File: src/rtl/operand_fetch_if.sv
// operand_fetch_if: instruction, register-file, writeback and issue signals of operand_fetch
interface operand_fetch_if #(
  parameter int BIT_NUMBER  = 64,
  parameter int ADDR_NUMBER = 5
);
  logic                   in_valid, in_ready;
  logic [ADDR_NUMBER-1:0] in_src_addr_1, in_src_addr_2, in_dest_addr;
  logic                   in_uses_src_1, in_uses_src_2, in_writes_dest;
  logic [7:0]             in_opcode;
  logic [ADDR_NUMBER-1:0] rf_src_addr_1, rf_src_addr_2;
  logic [BIT_NUMBER-1:0]  rf_data_1, rf_data_2;
  logic                   wb_valid;
  logic [ADDR_NUMBER-1:0] wb_dest_addr;
  logic                   out_valid, out_ready;
  logic [BIT_NUMBER-1:0]  out_data_1, out_data_2;
  logic [ADDR_NUMBER-1:0] out_dest_addr;
  logic                   out_writes_dest;
  logic [7:0]             out_opcode;
  logic                   err_illegal_addr;
  logic [15:0]            stall_count;
  modport slave (
    input  in_valid, in_src_addr_1, in_src_addr_2, in_dest_addr,
           in_uses_src_1, in_uses_src_2, in_writes_dest, in_opcode,
           rf_data_1, rf_data_2, wb_valid, wb_dest_addr, out_ready,
    output in_ready, rf_src_addr_1, rf_src_addr_2, out_valid, out_data_1, out_data_2,
           out_dest_addr, out_writes_dest, out_opcode, err_illegal_addr, stall_count
  );
  modport master (
    output in_valid, in_src_addr_1, in_src_addr_2, in_dest_addr,
           in_uses_src_1, in_uses_src_2, in_writes_dest, in_opcode,
           rf_data_1, rf_data_2, wb_valid, wb_dest_addr, out_ready,
    input  in_ready, rf_src_addr_1, rf_src_addr_2, out_valid, out_data_1, out_data_2,
           out_dest_addr, out_writes_dest, out_opcode, err_illegal_addr, stall_count
  );
endinterface

File: src/rtl/operand_fetch.sv
// operand_fetch: scoreboarded operand fetch stage with hazard stall, register-file read and output hold
module operand_fetch #(
  parameter int BIT_NUMBER      = 64,
  parameter int ADDR_NUMBER     = 5,
  parameter int REGISTER_NUMBER = 16
) (
  input logic          clk,
  input logic          reset,
  operand_fetch_if.slave bus
);
  typedef enum logic [1:0] {IDLE, HAZARD, READ, VALID} state_t;
  state_t                     state, state_n;
  logic [ADDR_NUMBER-1:0]     src_1, src_2, dest;
  logic                       uses_1, uses_2, writes;
  logic [7:0]                 opcode;
  logic [REGISTER_NUMBER-1:0] pending, need, clr, set;
  logic                       accept, illegal, hazard;
  // out-of-range addresses map to an all-zero mask, which doubles as the legality test
  function automatic logic [REGISTER_NUMBER-1:0] onehot(input logic [ADDR_NUMBER-1:0] a);
    return {{(REGISTER_NUMBER-1){1'b0}}, 1'b1} << a;
  endfunction
  assign bus.in_ready      = state == IDLE;
  assign bus.out_valid     = state == VALID;
  assign bus.rf_src_addr_1 = src_1;
  assign bus.rf_src_addr_2 = src_2;
  always_comb begin
    accept  = bus.in_valid && state == IDLE;
    illegal = (bus.in_uses_src_1 && ~|onehot(bus.in_src_addr_1)) ||
              (bus.in_uses_src_2 && ~|onehot(bus.in_src_addr_2)) ||
              (bus.in_writes_dest && ~|onehot(bus.in_dest_addr));
    need    = (uses_1 ? onehot(src_1) : '0) | (uses_2 ? onehot(src_2) : '0) | (writes ? onehot(dest) : '0);
    clr     = bus.wb_valid ? onehot(bus.wb_dest_addr) : '0;
    hazard  = |(need & pending & ~clr);
    set     = (state == HAZARD && !hazard && writes) ? onehot(dest) : '0;
    state_n = state == IDLE   ? ((accept && !illegal) ? HAZARD : IDLE) :
              state == HAZARD ? (hazard ? HAZARD : READ) :
              state == READ   ? VALID :
              (bus.out_ready ? IDLE : VALID);
  end
  always_ff @(posedge clk) begin
    if (reset) begin
      state                <= IDLE;
      pending              <= '0;
      src_1                <= '0;
      src_2                <= '0;
      dest                 <= '0;
      uses_1               <= 1'b0;
      uses_2               <= 1'b0;
      writes               <= 1'b0;
      opcode               <= '0;
      bus.out_data_1       <= '0;
      bus.out_data_2       <= '0;
      bus.out_dest_addr    <= '0;
      bus.out_writes_dest  <= 1'b0;
      bus.out_opcode       <= '0;
      bus.err_illegal_addr <= 1'b0;
      bus.stall_count      <= '0;
    end else begin
      state                <= state_n;
      pending              <= (pending & ~clr) | set;
      bus.err_illegal_addr <= accept && illegal;
      if (state == HAZARD && hazard && ~&bus.stall_count)
        bus.stall_count <= bus.stall_count + 16'd1;
      if (accept) begin
        src_1  <= bus.in_src_addr_1;
        src_2  <= bus.in_src_addr_2;
        dest   <= bus.in_dest_addr;
        uses_1 <= bus.in_uses_src_1;
        uses_2 <= bus.in_uses_src_2;
        writes <= bus.in_writes_dest;
        opcode <= bus.in_opcode;
      end
      if (state == READ) begin
        bus.out_data_1      <= uses_1 ? bus.rf_data_1 : '0;
        bus.out_data_2      <= uses_2 ? bus.rf_data_2 : '0;
        bus.out_dest_addr   <= dest;
        bus.out_writes_dest <= writes;
        bus.out_opcode      <= opcode;
      end
    end
  end
endmodule
File: src/flat_wrapper.sv
// flat-port wrapper written by rule: the top's interface ports become plain ports
module operand_fetch_flat 
#(
  parameter int BIT_NUMBER      = 64,
  parameter int ADDR_NUMBER     = 5,
  parameter int REGISTER_NUMBER = 16
)
  (clk, reset, bus_in_valid, bus_in_src_addr_1, bus_in_src_addr_2, bus_in_dest_addr, bus_in_uses_src_1, bus_in_uses_src_2, bus_in_writes_dest, bus_in_opcode, bus_rf_data_1, bus_rf_data_2, bus_wb_valid, bus_wb_dest_addr, bus_out_ready, bus_in_ready, bus_rf_src_addr_1, bus_rf_src_addr_2, bus_out_valid, bus_out_data_1, bus_out_data_2, bus_out_dest_addr, bus_out_writes_dest, bus_out_opcode, bus_err_illegal_addr, bus_stall_count);
  operand_fetch_if #(.BIT_NUMBER(BIT_NUMBER), .ADDR_NUMBER(ADDR_NUMBER)) bus_i ();
  input logic clk;
  input logic reset;
  input wire logic [$bits(bus_i.in_valid)-1:0] bus_in_valid;
  input wire logic [$bits(bus_i.in_src_addr_1)-1:0] bus_in_src_addr_1;
  input wire logic [$bits(bus_i.in_src_addr_2)-1:0] bus_in_src_addr_2;
  input wire logic [$bits(bus_i.in_dest_addr)-1:0] bus_in_dest_addr;
  input wire logic [$bits(bus_i.in_uses_src_1)-1:0] bus_in_uses_src_1;
  input wire logic [$bits(bus_i.in_uses_src_2)-1:0] bus_in_uses_src_2;
  input wire logic [$bits(bus_i.in_writes_dest)-1:0] bus_in_writes_dest;
  input wire logic [$bits(bus_i.in_opcode)-1:0] bus_in_opcode;
  input wire logic [$bits(bus_i.rf_data_1)-1:0] bus_rf_data_1;
  input wire logic [$bits(bus_i.rf_data_2)-1:0] bus_rf_data_2;
  input wire logic [$bits(bus_i.wb_valid)-1:0] bus_wb_valid;
  input wire logic [$bits(bus_i.wb_dest_addr)-1:0] bus_wb_dest_addr;
  input wire logic [$bits(bus_i.out_ready)-1:0] bus_out_ready;
  output wire logic [$bits(bus_i.in_ready)-1:0] bus_in_ready;
  output wire logic [$bits(bus_i.rf_src_addr_1)-1:0] bus_rf_src_addr_1;
  output wire logic [$bits(bus_i.rf_src_addr_2)-1:0] bus_rf_src_addr_2;
  output wire logic [$bits(bus_i.out_valid)-1:0] bus_out_valid;
  output wire logic [$bits(bus_i.out_data_1)-1:0] bus_out_data_1;
  output wire logic [$bits(bus_i.out_data_2)-1:0] bus_out_data_2;
  output wire logic [$bits(bus_i.out_dest_addr)-1:0] bus_out_dest_addr;
  output wire logic [$bits(bus_i.out_writes_dest)-1:0] bus_out_writes_dest;
  output wire logic [$bits(bus_i.out_opcode)-1:0] bus_out_opcode;
  output wire logic [$bits(bus_i.err_illegal_addr)-1:0] bus_err_illegal_addr;
  output wire logic [$bits(bus_i.stall_count)-1:0] bus_stall_count;
  assign bus_i.in_valid = bus_in_valid;
  assign bus_i.in_src_addr_1 = bus_in_src_addr_1;
  assign bus_i.in_src_addr_2 = bus_in_src_addr_2;
  assign bus_i.in_dest_addr = bus_in_dest_addr;
  assign bus_i.in_uses_src_1 = bus_in_uses_src_1;
  assign bus_i.in_uses_src_2 = bus_in_uses_src_2;
  assign bus_i.in_writes_dest = bus_in_writes_dest;
  assign bus_i.in_opcode = bus_in_opcode;
  assign bus_i.rf_data_1 = bus_rf_data_1;
  assign bus_i.rf_data_2 = bus_rf_data_2;
  assign bus_i.wb_valid = bus_wb_valid;
  assign bus_i.wb_dest_addr = bus_wb_dest_addr;
  assign bus_i.out_ready = bus_out_ready;
  assign bus_in_ready = bus_i.in_ready;
  assign bus_rf_src_addr_1 = bus_i.rf_src_addr_1;
  assign bus_rf_src_addr_2 = bus_i.rf_src_addr_2;
  assign bus_out_valid = bus_i.out_valid;
  assign bus_out_data_1 = bus_i.out_data_1;
  assign bus_out_data_2 = bus_i.out_data_2;
  assign bus_out_dest_addr = bus_i.out_dest_addr;
  assign bus_out_writes_dest = bus_i.out_writes_dest;
  assign bus_out_opcode = bus_i.out_opcode;
  assign bus_err_illegal_addr = bus_i.err_illegal_addr;
  assign bus_stall_count = bus_i.stall_count;
  operand_fetch #(.BIT_NUMBER(BIT_NUMBER), .ADDR_NUMBER(ADDR_NUMBER), .REGISTER_NUMBER(REGISTER_NUMBER)) u_core (.clk(clk), .reset(reset), .bus(bus_i));
endmodule
File: config.mk
export PLATFORM = sky130hd
export DESIGN_NAME = operand_fetch_flat
export DESIGN_NICKNAME = d
export VERILOG_FILES = /design/src/rtl/operand_fetch_if.sv /design/src/rtl/operand_fetch.sv /design/src/flat_wrapper.sv
export SDC_FILE = /design/constraint.sdc
export NUM_CORES = 1
export LEC_CHECK = 0
export BUFFER_PORTS_ARGS = -buffer_cell sky130_fd_sc_hd__buf_2
export CAP_MARGIN = 25
export CORE_UTILIZATION = 48
export DETAILED_ROUTE_END_ITERATION = 10
export GPL_TIMING_DRIVEN = 1
export PLACE_DENSITY = 0.8
export REMOVE_ABC_BUFFERS = 1
export SLEW_MARGIN = 20
export SYNTH_ARGS = -nofsm -noshare
export SYNTH_HDL_FRONTEND = slang
export SYNTH_SLANG_ARGS = --single-unit
File: constraint.sdc
create_clock -name clk -period 6.6 [get_ports clk]
set_input_delay 0.99 -clock clk [delete_from_list [all_inputs] [get_ports clk]]
set_output_delay 0.99 -clock clk [all_outputs]
set_load 0.01 [all_outputs]
==> impl_metrics.prom, run 1 <==
# TYPE chip_impl_metric gauge
chip_impl_info{name="run_status",value="finished, final reports clean"} 1
chip_impl_metric{name="internal_power",unit="mW"} 2.17
chip_impl_metric{name="ctsResizeCount",unit=""} 0
chip_impl_metric{name="floorplan.initialDensity",unit="%"} 49.1
chip_impl_metric{name="vias_per_cell",unit=""} 5.48
chip_impl_metric{name="clock_slew_seen_by_the_registers_of_the_worst_setup_and_hold_paths",unit="ns"} 0.06
chip_impl_metric{name="synth_edf_count",unit=""} 0
chip_impl_metric{name="grt_pass1_wl",unit="um"} 39600
chip_impl_metric{name="yosys-mux-area-fraction",unit="%"} 0.677
chip_impl_metric{name="clockBufferDepth",unit=""} 3
chip_impl_metric{name="synth_simple_gate_area_share",unit="%"} 28.2
chip_impl_metric{name="synthToLayoutAreaGrowth",unit="%"} 30.6
chip_impl_metric{name="finalPower",unit="mW"} 2.95
chip_impl_metric{name="p_sw_share",unit="%"} 26.4
chip_impl_metric{name="clock_power_share",unit="%"} 43.6
chip_impl_info{name="netlist_top_cells_area",value="sky130_fd_sc_hd__dfxtp_1 (50%), sky130_fd_sc_hd__a21oi_1 (13%), sky130_fd_sc_hd__nand2_1 (11%), sky130_fd_sc_hd__nand3_1 (9.5%), sky130_fd_sc_hd__clkbuf_1 (3.3%)"} 1
chip_impl_info{name="yosysTopAreaCell",value="sky130_fd_sc_hd__dfxtp_1"} 1
chip_impl_info{name="path_class",value="flip-flop to flip-flop"} 1
chip_impl_info{name="ys_dominant_reg_cell",value="sky130_fd_sc_hd__dfxtp_1"} 1
chip_impl_metric{name="setup_tns",unit="ns"} 0
chip_impl_metric{name="p_leak",unit="nW"} 4.32
chip_impl_metric{name="yosysUniqueCellTypes",unit=""} 42
chip_impl_metric{name="critical_path_required_time",unit="ns"} 7.00
chip_impl_info{name="hold_path_class",value="flip-flop to flip-flop"} 1
chip_impl_metric{name="power.switching",unit="mW"} 0.778
chip_impl_metric{name="number_of_drc_markers_after_the_initial_detailed_route_iteration",unit=""} 734
chip_impl_metric{name="cts-hold-fix-buffers",unit=""} 0
chip_impl_metric{name="layout_worst_path_cycle_share",unit="%"} 47.9
chip_impl_metric{name="gp_routability_congestion",unit=""} 0.922
chip_impl_metric{name="drc_violations_left",unit=""} 0
chip_impl_metric{name="vdd_drop_max",unit="mV"} 0.173
chip_impl_metric{name="crit_fanout",unit=""} 69
chip_impl_metric{name="timing_hold_violations_final",unit=""} 0
chip_impl_metric{name="syn-cell-area",unit="um2"} 8140
chip_impl_metric{name="netlist_instances",unit=""} 1026
chip_impl_metric{name="floorplan.die.width",unit="um"} 132
chip_impl_metric{name="grt_max_degree",unit=""} 149
chip_impl_metric{name="io-pin-count",unit=""} 335
chip_impl_info{name="cts_tree",value="yes"} 1
chip_impl_metric{name="cts.repair_timing.setup_buffer_count",unit=""} 0
chip_impl_info{name="yosys-top-cells-count",value="sky130_fd_sc_hd__nand2_1 (229), sky130_fd_sc_hd__a21oi_1 (206), sky130_fd_sc_hd__dfxtp_1 (203)"} 1
chip_impl_metric{name="syn-mean-instance-area",unit="um2"} 7.93
chip_impl_metric{name="synth.ff_latch_count",unit=""} 203
chip_impl_info{name="start_kind",value="flip-flop"} 1
chip_impl_info{name="cpMaxStageDelayCell",value="sky130_fd_sc_hd__buf_4"} 1
chip_impl_metric{name="synthDominantCellAreaShare",unit="%"} 49.9
chip_impl_info{name="clock-root-buffer",value="sky130_fd_sc_hd__clkbuf_16"} 1
chip_impl_info{name="yosysMostFrequentCell",value="sky130_fd_sc_hd__nand2_1"} 1
chip_impl_metric{name="yosys.area_share.adder",unit="%"} 0.154
chip_impl_info{name="critPathCaptureType",value="flip-flop"} 1
chip_impl_metric{name="floorplan.die.height",unit="um"} 132
chip_impl_metric{name="asyncSetResetFlopFracSynth",unit="%"} 0
chip_impl_metric{name="max_freq",unit="MHz"} 316
chip_impl_metric{name="detail_route.wl_per_cell",unit="um"} 16.5
chip_impl_metric{name="worst_margin_pin_slew",unit="ns"} 0.826
chip_impl_info{name="synth_top_family_by_area",value="simple AND/OR/NAND/NOR gates"} 1
chip_impl_metric{name="synth_sequential_area_ratio",unit="%"} 49.9
chip_impl_metric{name="post_route_cells_drive_above_1_share",unit="%"} 29.8
chip_impl_info{name="critical-path-top-cell-by-count",value="sky130_fd_sc_hd__buf_4"} 1
chip_impl_metric{name="htree_num_levels",unit=""} 1
chip_impl_info{name="setup_repair_after_global_routing_missed_its_margin",value="no"} 1
chip_impl_metric{name="cts_made_buffers",unit=""} 22
chip_impl_metric{name="detail_route.first_pass.iterations",unit=""} 5
chip_impl_metric{name="drt_wl_total",unit="um"} 25600
chip_impl_metric{name="yosys.area_share.xor_xnor",unit="%"} 0
chip_impl_metric{name="comb_power_share",unit="%"} 12.4
chip_impl_metric{name="crit_path_max_incr_delay",unit="ns"} 0.54
chip_impl_metric{name="clock_skew",unit="ns"} 0.0175
chip_impl_metric{name="crit_arrival",unit="ns"} 3.56
chip_impl_metric{name="placement_rows",unit=""} 47
chip_impl_info{name="crit_family",value="simple AND/OR/NAND/NOR gates"} 1
chip_impl_metric{name="layout_min_cycle_time",unit="ns"} 3.16
chip_impl_metric{name="track_usage",unit="%"} 27.6
chip_impl_metric{name="antenna_found_initial",unit=""} 8
chip_impl_metric{name="worst_skew_pair.late_latency",unit="ns"} 0.50
chip_impl_metric{name="clkSinkCount",unit=""} 203
chip_impl_metric{name="path_buf_inv",unit=""} 2
chip_impl_metric{name="vias",unit=""} 8505
chip_impl_info{name="worstPathCellList",value="buf_4, nor4b_2, a22oi_1, a21oi_1, nor4_1, and4_1, buf_4, or4_1, a211oi_1"} 1
chip_impl_metric{name="ant_nets",unit=""} 0
chip_impl_metric{name="dpl.hpwl",unit="um"} 17100
chip_impl_metric{name="finalNetCount",unit=""} 1473
chip_impl_metric{name="vias_in_the_first_global_route",unit=""} 7682
chip_impl_metric{name="dieArea",unit="um2"} 17500
chip_impl_metric{name="yosys_warns",unit=""} 0
chip_impl_metric{name="relSlewSlack",unit="%"} 44.9
chip_impl_metric{name="grt.overflow.total",unit=""} 0
chip_impl_metric{name="final-setup-viol-count",unit=""} 0
chip_impl_metric{name="synth_compound_gate_area_share",unit="%"} 16.3
chip_impl_metric{name="cap_viol_max_count",unit=""} 0
chip_impl_metric{name="report.final.slew_viol_count",unit=""} 0
chip_impl_metric{name="sequentialPowerShare",unit="%"} 44.0
chip_impl_metric{name="floorplan.core_area",unit="um2"} 16600
chip_impl_metric{name="io_buffer_count",unit=""} 334
chip_impl_metric{name="power_per_cell_area",unit="nW/um2"} 278
[cells in the final DEF, fill, tap and decap left out, types with 3 or more instances in the layout]
cell type	count
sky130_fd_sc_hd__a21oi_1	206
sky130_fd_sc_hd__a222oi_1	4
sky130_fd_sc_hd__a22oi_1	9
sky130_fd_sc_hd__a31oi_1	4
sky130_fd_sc_hd__and2_1	3
sky130_fd_sc_hd__and4b_1	3
sky130_fd_sc_hd__and4bb_2	6
sky130_fd_sc_hd__buf_2	333
sky130_fd_sc_hd__buf_4	8
sky130_fd_sc_hd__bufinv_16	3
sky130_fd_sc_hd__clkbuf_1	7
sky130_fd_sc_hd__clkbuf_16	23
sky130_fd_sc_hd__clkbuf_8	4
sky130_fd_sc_hd__dfxtp_1	201
sky130_fd_sc_hd__diode_2	8
sky130_fd_sc_hd__mux2_1	3
sky130_fd_sc_hd__nand2_1	229
sky130_fd_sc_hd__nand2b_1	6
sky130_fd_sc_hd__nand3_1	155
sky130_fd_sc_hd__nand4_1	12
sky130_fd_sc_hd__nor2_1	12
sky130_fd_sc_hd__nor2b_1	10
sky130_fd_sc_hd__nor3_1	3
sky130_fd_sc_hd__nor4_1	7
sky130_fd_sc_hd__o21ai_0	20
sky130_fd_sc_hd__o31ai_1	4
sky130_fd_sc_hd__or3_1	9
sky130_fd_sc_hd__or4_1	7
[final timing paths]
check	start	cells after the start	slack, ns	end
max	u_core.uses_1$_SDFFE_PP0P_	9	3.44	u_core.bus.stall_count[12]$_SDFFE_PP0P_
min	u_core.bus.out_data_2[59]$_SDFFE_PP0P_	2	0.45	u_core.bus.out_data_2[59]$_SDFFE_PP0P_
max reg2reg	u_core.uses_1$_SDFFE_PP0P_	9	3.44	u_core.bus.stall_count[12]$_SDFFE_PP0P_
min reg2reg	u_core.bus.out_data_2[59]$_SDFFE_PP0P_	2	0.45	u_core.bus.out_data_2[59]$_SDFFE_PP0P_
[layout make-up]
class	instances	area, um2
inverters	2	7.51
flip-flops and latches	203	4070
repair buffers	345	1800
multi-input cells	734	3700
clock inverters	5	103
diodes	8	20.0
fillers	1478	5960
clock buffers	34	657
well taps	220	275
[cell families (layout without fill, tap and decap cells)]
group | Yosys count | count (layout)
muxes | 5 | 5
adders and majority gates | 1 | 1
other | 0 | 8
and+or+nand+nor | 476 | 476
buffers and inverters | 89 | 386
DFF | 203 | 203
AOI/OAI and AO/OA | 252 | 252
[metal layers]
layer  vias to the layer above  part of all wire, %  global-route usage (%)
li1                       4157                    -                       -
met2                       361                   49                    45.5
met3                        88                  6.9                    4.81
met1                      3899                   40                    34.8
met5                         -                    0                       0
met4                         0                  4.6                    13.9
[worst reg2reg max path, stage by stage (launching register included)]
cell and delay (ns):
sky130_fd_sc_hd__dfxtp_2 0.31, sky130_fd_sc_hd__buf_4 0.54, sky130_fd_sc_hd__nor4b_2 0.51, sky130_fd_sc_hd__a22oi_1 0.19, sky130_fd_sc_hd__a21oi_1 0.18, sky130_fd_sc_hd__nor4_1 0.06, sky130_fd_sc_hd__and4_1 0.24, sky130_fd_sc_hd__buf_4 0.28
sky130_fd_sc_hd__or4_1 0.52, sky130_fd_sc_hd__a211oi_1 0.24
[registers in the layout, summed over array words and instances (netlist names)]
signal and flops:
u_core.bus.out_data_1 64, u_core.bus.out_data_2 64, u_core.bus.stall_count 16, u_core.pending 16, u_core.bus.out_opcode 8, u_core.opcode 8, u_core.bus.out_dest_addr 5, u_core.bus.rf_src_addr_1 5
u_core.bus.rf_src_addr_2 5, u_core.dest 5, u_core.state 2, u_core.bus.err_illegal_addr 1, u_core.bus.out_writes_dest 1, u_core.uses_1 1, u_core.uses_2 1, u_core.writes 1
[power groups by stage]
stage	Clock [mW]	Sequential (mW)	Combinational, mW
3_5_place_dp	0	1.32	0.354
5_1_grt	1.36	1.30	0.400
6_report	1.29	1.30	0.366
4_1_cts	1.31	1.30	0.355
3_3_place_gp	0	1.32	0.353
2_1_floorplan	0	1.34	0.154
[metrics by stage]
| step | util, % | instance area [um2] | setup WS (ns) | hold WS, ns | std cells |
|---|---|---|---|---|---|
| final | 64.1 | 10600 | 3.44 | 0.446 | 1551 |
| after global routing | 64.1 | 10600 | 3.30 | 0.458 | 1551 |
| after CTS | 63.6 | 10600 | 3.48 | 0.448 | 1540 |
| after detailed placement | 59.0 | 9790 | 2.99 | 0.440 | 1501 |
| after global placement | 59.0 | 9790 | 3.01 | 0.435 | 1501 |
| after floorplan | - | 7760 | 1.08 | 0.426 | 939 |
No activity file was read; power rests on OpenSTA's default activity.
==> run 2: changes to the inputs <==
- CORE_UTILIZATION: 48 -> 44
- PLACE_DENSITY: 0.8 -> 0.77
- clock period: 6.6 -> 2.7 ns (I/O delays scaled with it)
==> run 2 against run 1 <==
  * Worst setup slack worse by 3.3 ns
  * Via count down 0.15%
  * Final cell count up 1.5%
  * Die area up 9.0%
  * Highest routed layer unchanged
==> impl_metrics.prom, run 2 (same netlist as run 1, synthesis figures left out) <==
# TYPE chip_impl_metric gauge
chip_impl_info{name="run_status",value="finished, final reports clean"} 1
chip_impl_metric{name="clkSinkCount",unit=""} 203
chip_impl_metric{name="timing_hold_violations_final",unit=""} 0
chip_impl_metric{name="vias",unit=""} 8492
chip_impl_metric{name="ant_nets",unit=""} 0
chip_impl_metric{name="clockBufferDepth",unit=""} 3
chip_impl_metric{name="post_route_cells_drive_above_1_share",unit="%"} 30.8
chip_impl_metric{name="final-setup-viol-count",unit=""} 0
chip_impl_metric{name="drc_violations_left",unit=""} 0
chip_impl_metric{name="layout_min_cycle_time",unit="ns"} 2.53
chip_impl_metric{name="placement_rows",unit=""} 49
chip_impl_info{name="biggestRegsByFlops",value="u_core.bus.out_data_1 x64, u_core.bus.out_data_2 x64"} 1
chip_impl_metric{name="track_usage",unit="%"} 24.8
chip_impl_info{name="critPathCaptureType",value="flip-flop"} 1
chip_impl_metric{name="grt_pass1_wl",unit="um"} 37600
chip_impl_metric{name="clock_skew",unit="ns"} 0.0168
chip_impl_metric{name="io-pin-count",unit=""} 335
chip_impl_metric{name="io_buffer_count",unit=""} 334
chip_impl_metric{name="cap_viol_max_count",unit=""} 0
chip_impl_info{name="hold_path_class",value="primary input to flip-flop"} 1
chip_impl_metric{name="cts.repair_timing.setup_buffer_count",unit=""} 0
chip_impl_metric{name="synthToLayoutAreaGrowth",unit="%"} 31.8
chip_impl_info{name="start_kind",value="flip-flop"} 1
chip_impl_metric{name="power_per_cell_area",unit="nW/um2"} 658
chip_impl_metric{name="cts-hold-fix-buffers",unit=""} 0
chip_impl_metric{name="detail_route.first_pass.iterations",unit=""} 6
chip_impl_metric{name="vias_in_the_first_global_route",unit=""} 7474
chip_impl_metric{name="cts_made_buffers",unit=""} 22
chip_impl_metric{name="antenna_found_initial",unit=""} 9
chip_impl_metric{name="vias_per_cell",unit=""} 5.39
chip_impl_metric{name="finalNetCount",unit=""} 1485
chip_impl_metric{name="worst_skew_pair.late_latency",unit="ns"} 0.51
chip_impl_metric{name="gp_routability_congestion",unit=""} 0.883
chip_impl_metric{name="critical_path_required_time",unit="ns"} 3.11
chip_impl_metric{name="floorplan.initialDensity",unit="%"} 45.1
chip_impl_metric{name="crit_fanout",unit=""} 35
chip_impl_metric{name="ctsResizeCount",unit=""} 0
chip_impl_metric{name="drt_wl_total",unit="um"} 25800
chip_impl_info{name="most-common-layout-cells",value="sky130_fd_sc_hd__buf_2 (333), sky130_fd_sc_hd__nand2_1 (229), sky130_fd_sc_hd__a21oi_1 (206)"} 1
chip_impl_metric{name="hold_path_depth",unit=""} 3
chip_impl_metric{name="clock_slew_seen_by_the_registers_of_the_worst_setup_and_hold_paths",unit="ns"} 0.06
chip_impl_metric{name="floorplan.die.height",unit="um"} 138
chip_impl_metric{name="grt.overflow.total",unit=""} 0
chip_impl_metric{name="max_freq",unit="MHz"} 396
chip_impl_info{name="path_class",value="flip-flop to flip-flop"} 1
chip_impl_metric{name="floorplan.die.width",unit="um"} 138
chip_impl_metric{name="grt_max_degree",unit=""} 80
chip_impl_metric{name="finalPower",unit="mW"} 7.05
chip_impl_metric{name="crit_arrival",unit="ns"} 2.93
chip_impl_info{name="setup_repair_after_global_routing_missed_its_margin",value="no"} 1
chip_impl_metric{name="detail_route.wl_per_cell",unit="um"} 16.4
chip_impl_metric{name="htree_num_levels",unit=""} 1
chip_impl_metric{name="p_leak",unit="nW"} 4.39
chip_impl_metric{name="report.final.slew_viol_count",unit=""} 0
chip_impl_metric{name="floorplan.core_area",unit="um2"} 18000
chip_impl_metric{name="relSlewSlack",unit="%"} 36.1
chip_impl_metric{name="place_worst_setup_slack",unit="ns"} 0.0507
chip_impl_metric{name="vdd_drop_max",unit="mV"} 0.643
chip_impl_info{name="clock-root-buffer",value="sky130_fd_sc_hd__clkbuf_16"} 1
chip_impl_metric{name="dieArea",unit="um2"} 19000
chip_impl_info{name="cts_tree",value="yes"} 1
chip_impl_metric{name="layout_worst_path_cycle_share",unit="%"} 93.6
chip_impl_metric{name="finalWorstSetupSlack",unit="ns"} 0.174
chip_impl_info{name="mostFrequentLayoutCell",value="sky130_fd_sc_hd__buf_2"} 1
chip_impl_metric{name="worst_r2r_path_depth",unit=""} 8
chip_impl_metric{name="dpl.hpwl",unit="um"} 18100
chip_impl_metric{name="number_of_drc_markers_after_the_initial_detailed_route_iteration",unit=""} 524
chip_impl_metric{name="worst_margin_pin_slew",unit="ns"} 0.956
==> run 2: path summary, 6_finish.rpt <==
| kind | startpoint | to | slack [ns] |
|---|---|---|---|
| max | u_core.dest[3]$_SDFFE_PP0P_ | u_core.bus.stall_count[12]$_SDFFE_PP0P_ | 0.17 |
| min | bus_in_src_addr_2[0] | u_core.bus.rf_src_addr_2[0]$_SDFFE_PP0P_ | 0.13 |
| min reg2reg | u_core.bus.out_data_1[32]$_SDFFE_PP0P_ | u_core.bus.out_data_1[32]$_SDFFE_PP0P_ | 0.45 |
| max reg2reg | u_core.dest[3]$_SDFFE_PP0P_ | u_core.bus.stall_count[12]$_SDFFE_PP0P_ | 0.17 |
==> run 2: report_power, final <==
group / switching (mW) / leakage [nW] / total (mW) / internal [mW]
Combinational: 0.630 / 2.38 / 0.929 / 0.299
Sequential: 0.0889 / 1.64 / 3.17 / 3.08
Clock: 1.23 / 0.362 / 2.95 / 1.72
==> run 2: final cells by class <==
| type | count | area, um2 |
|---|---|---|
| flip-flops and latches | 203 | 4070 |
| diodes | 10 | 25.0 |
| clock inverters | 8 | 57.6 |
| clock buffers | 32 | 668 |
| repair buffers | 357 | 1910 |
| multi-input cells | 734 | 3700 |
| inverters | 2 | 7.51 |
| fillers | 1704 | 7300 |
| well taps | 229 | 287 |
==> run 2: layer usage <==
| metal | GRT usage [%] | up-vias | part of all wire [%] |
|---|---|---|---|
| met5 | 0 | - | 0 |
| met4 | 12.2 | 0 | 3.1 |
| met3 | 5.12 | 56 | 7.4 |
| met2 | 42.1 | 333 | 50 |
| met1 | 29.8 | 3909 | 39 |
| li1 | - | 4194 | - |
==> run 2: through the flow <==
stage | instances | instance area, um2 | hold WS [ns] | util, % | setup TNS (ns)
final | 1575 | 10700 | 0.131 | 59.5 | 0
after global routing | 1574 | 10700 | 0.129 | 59.5 | 0
after CTS | 1565 | 10700 | 0.112 | 59.4 | 0
after detailed placement | 1525 | 9980 | 0.441 | 55.4 | 0
after global placement | 1525 | 9980 | 0.435 | 55.4 | 0
after floorplan | 939 | 7760 | 0.426 | - | -414.42
==> run 2: critical path, cell delays in order (launching register included) <==
cell and delay, ns:
sky130_fd_sc_hd__dfxtp_1 0.45, sky130_fd_sc_hd__and4b_1 0.45, sky130_fd_sc_hd__a22oi_1 0.13, sky130_fd_sc_hd__a21oi_1 0.17
sky130_fd_sc_hd__nor4_1 0.07, sky130_fd_sc_hd__and4_1 0.23, sky130_fd_sc_hd__buf_12 0.17, sky130_fd_sc_hd__or4_1 0.50
sky130_fd_sc_hd__a211oi_1 0.24
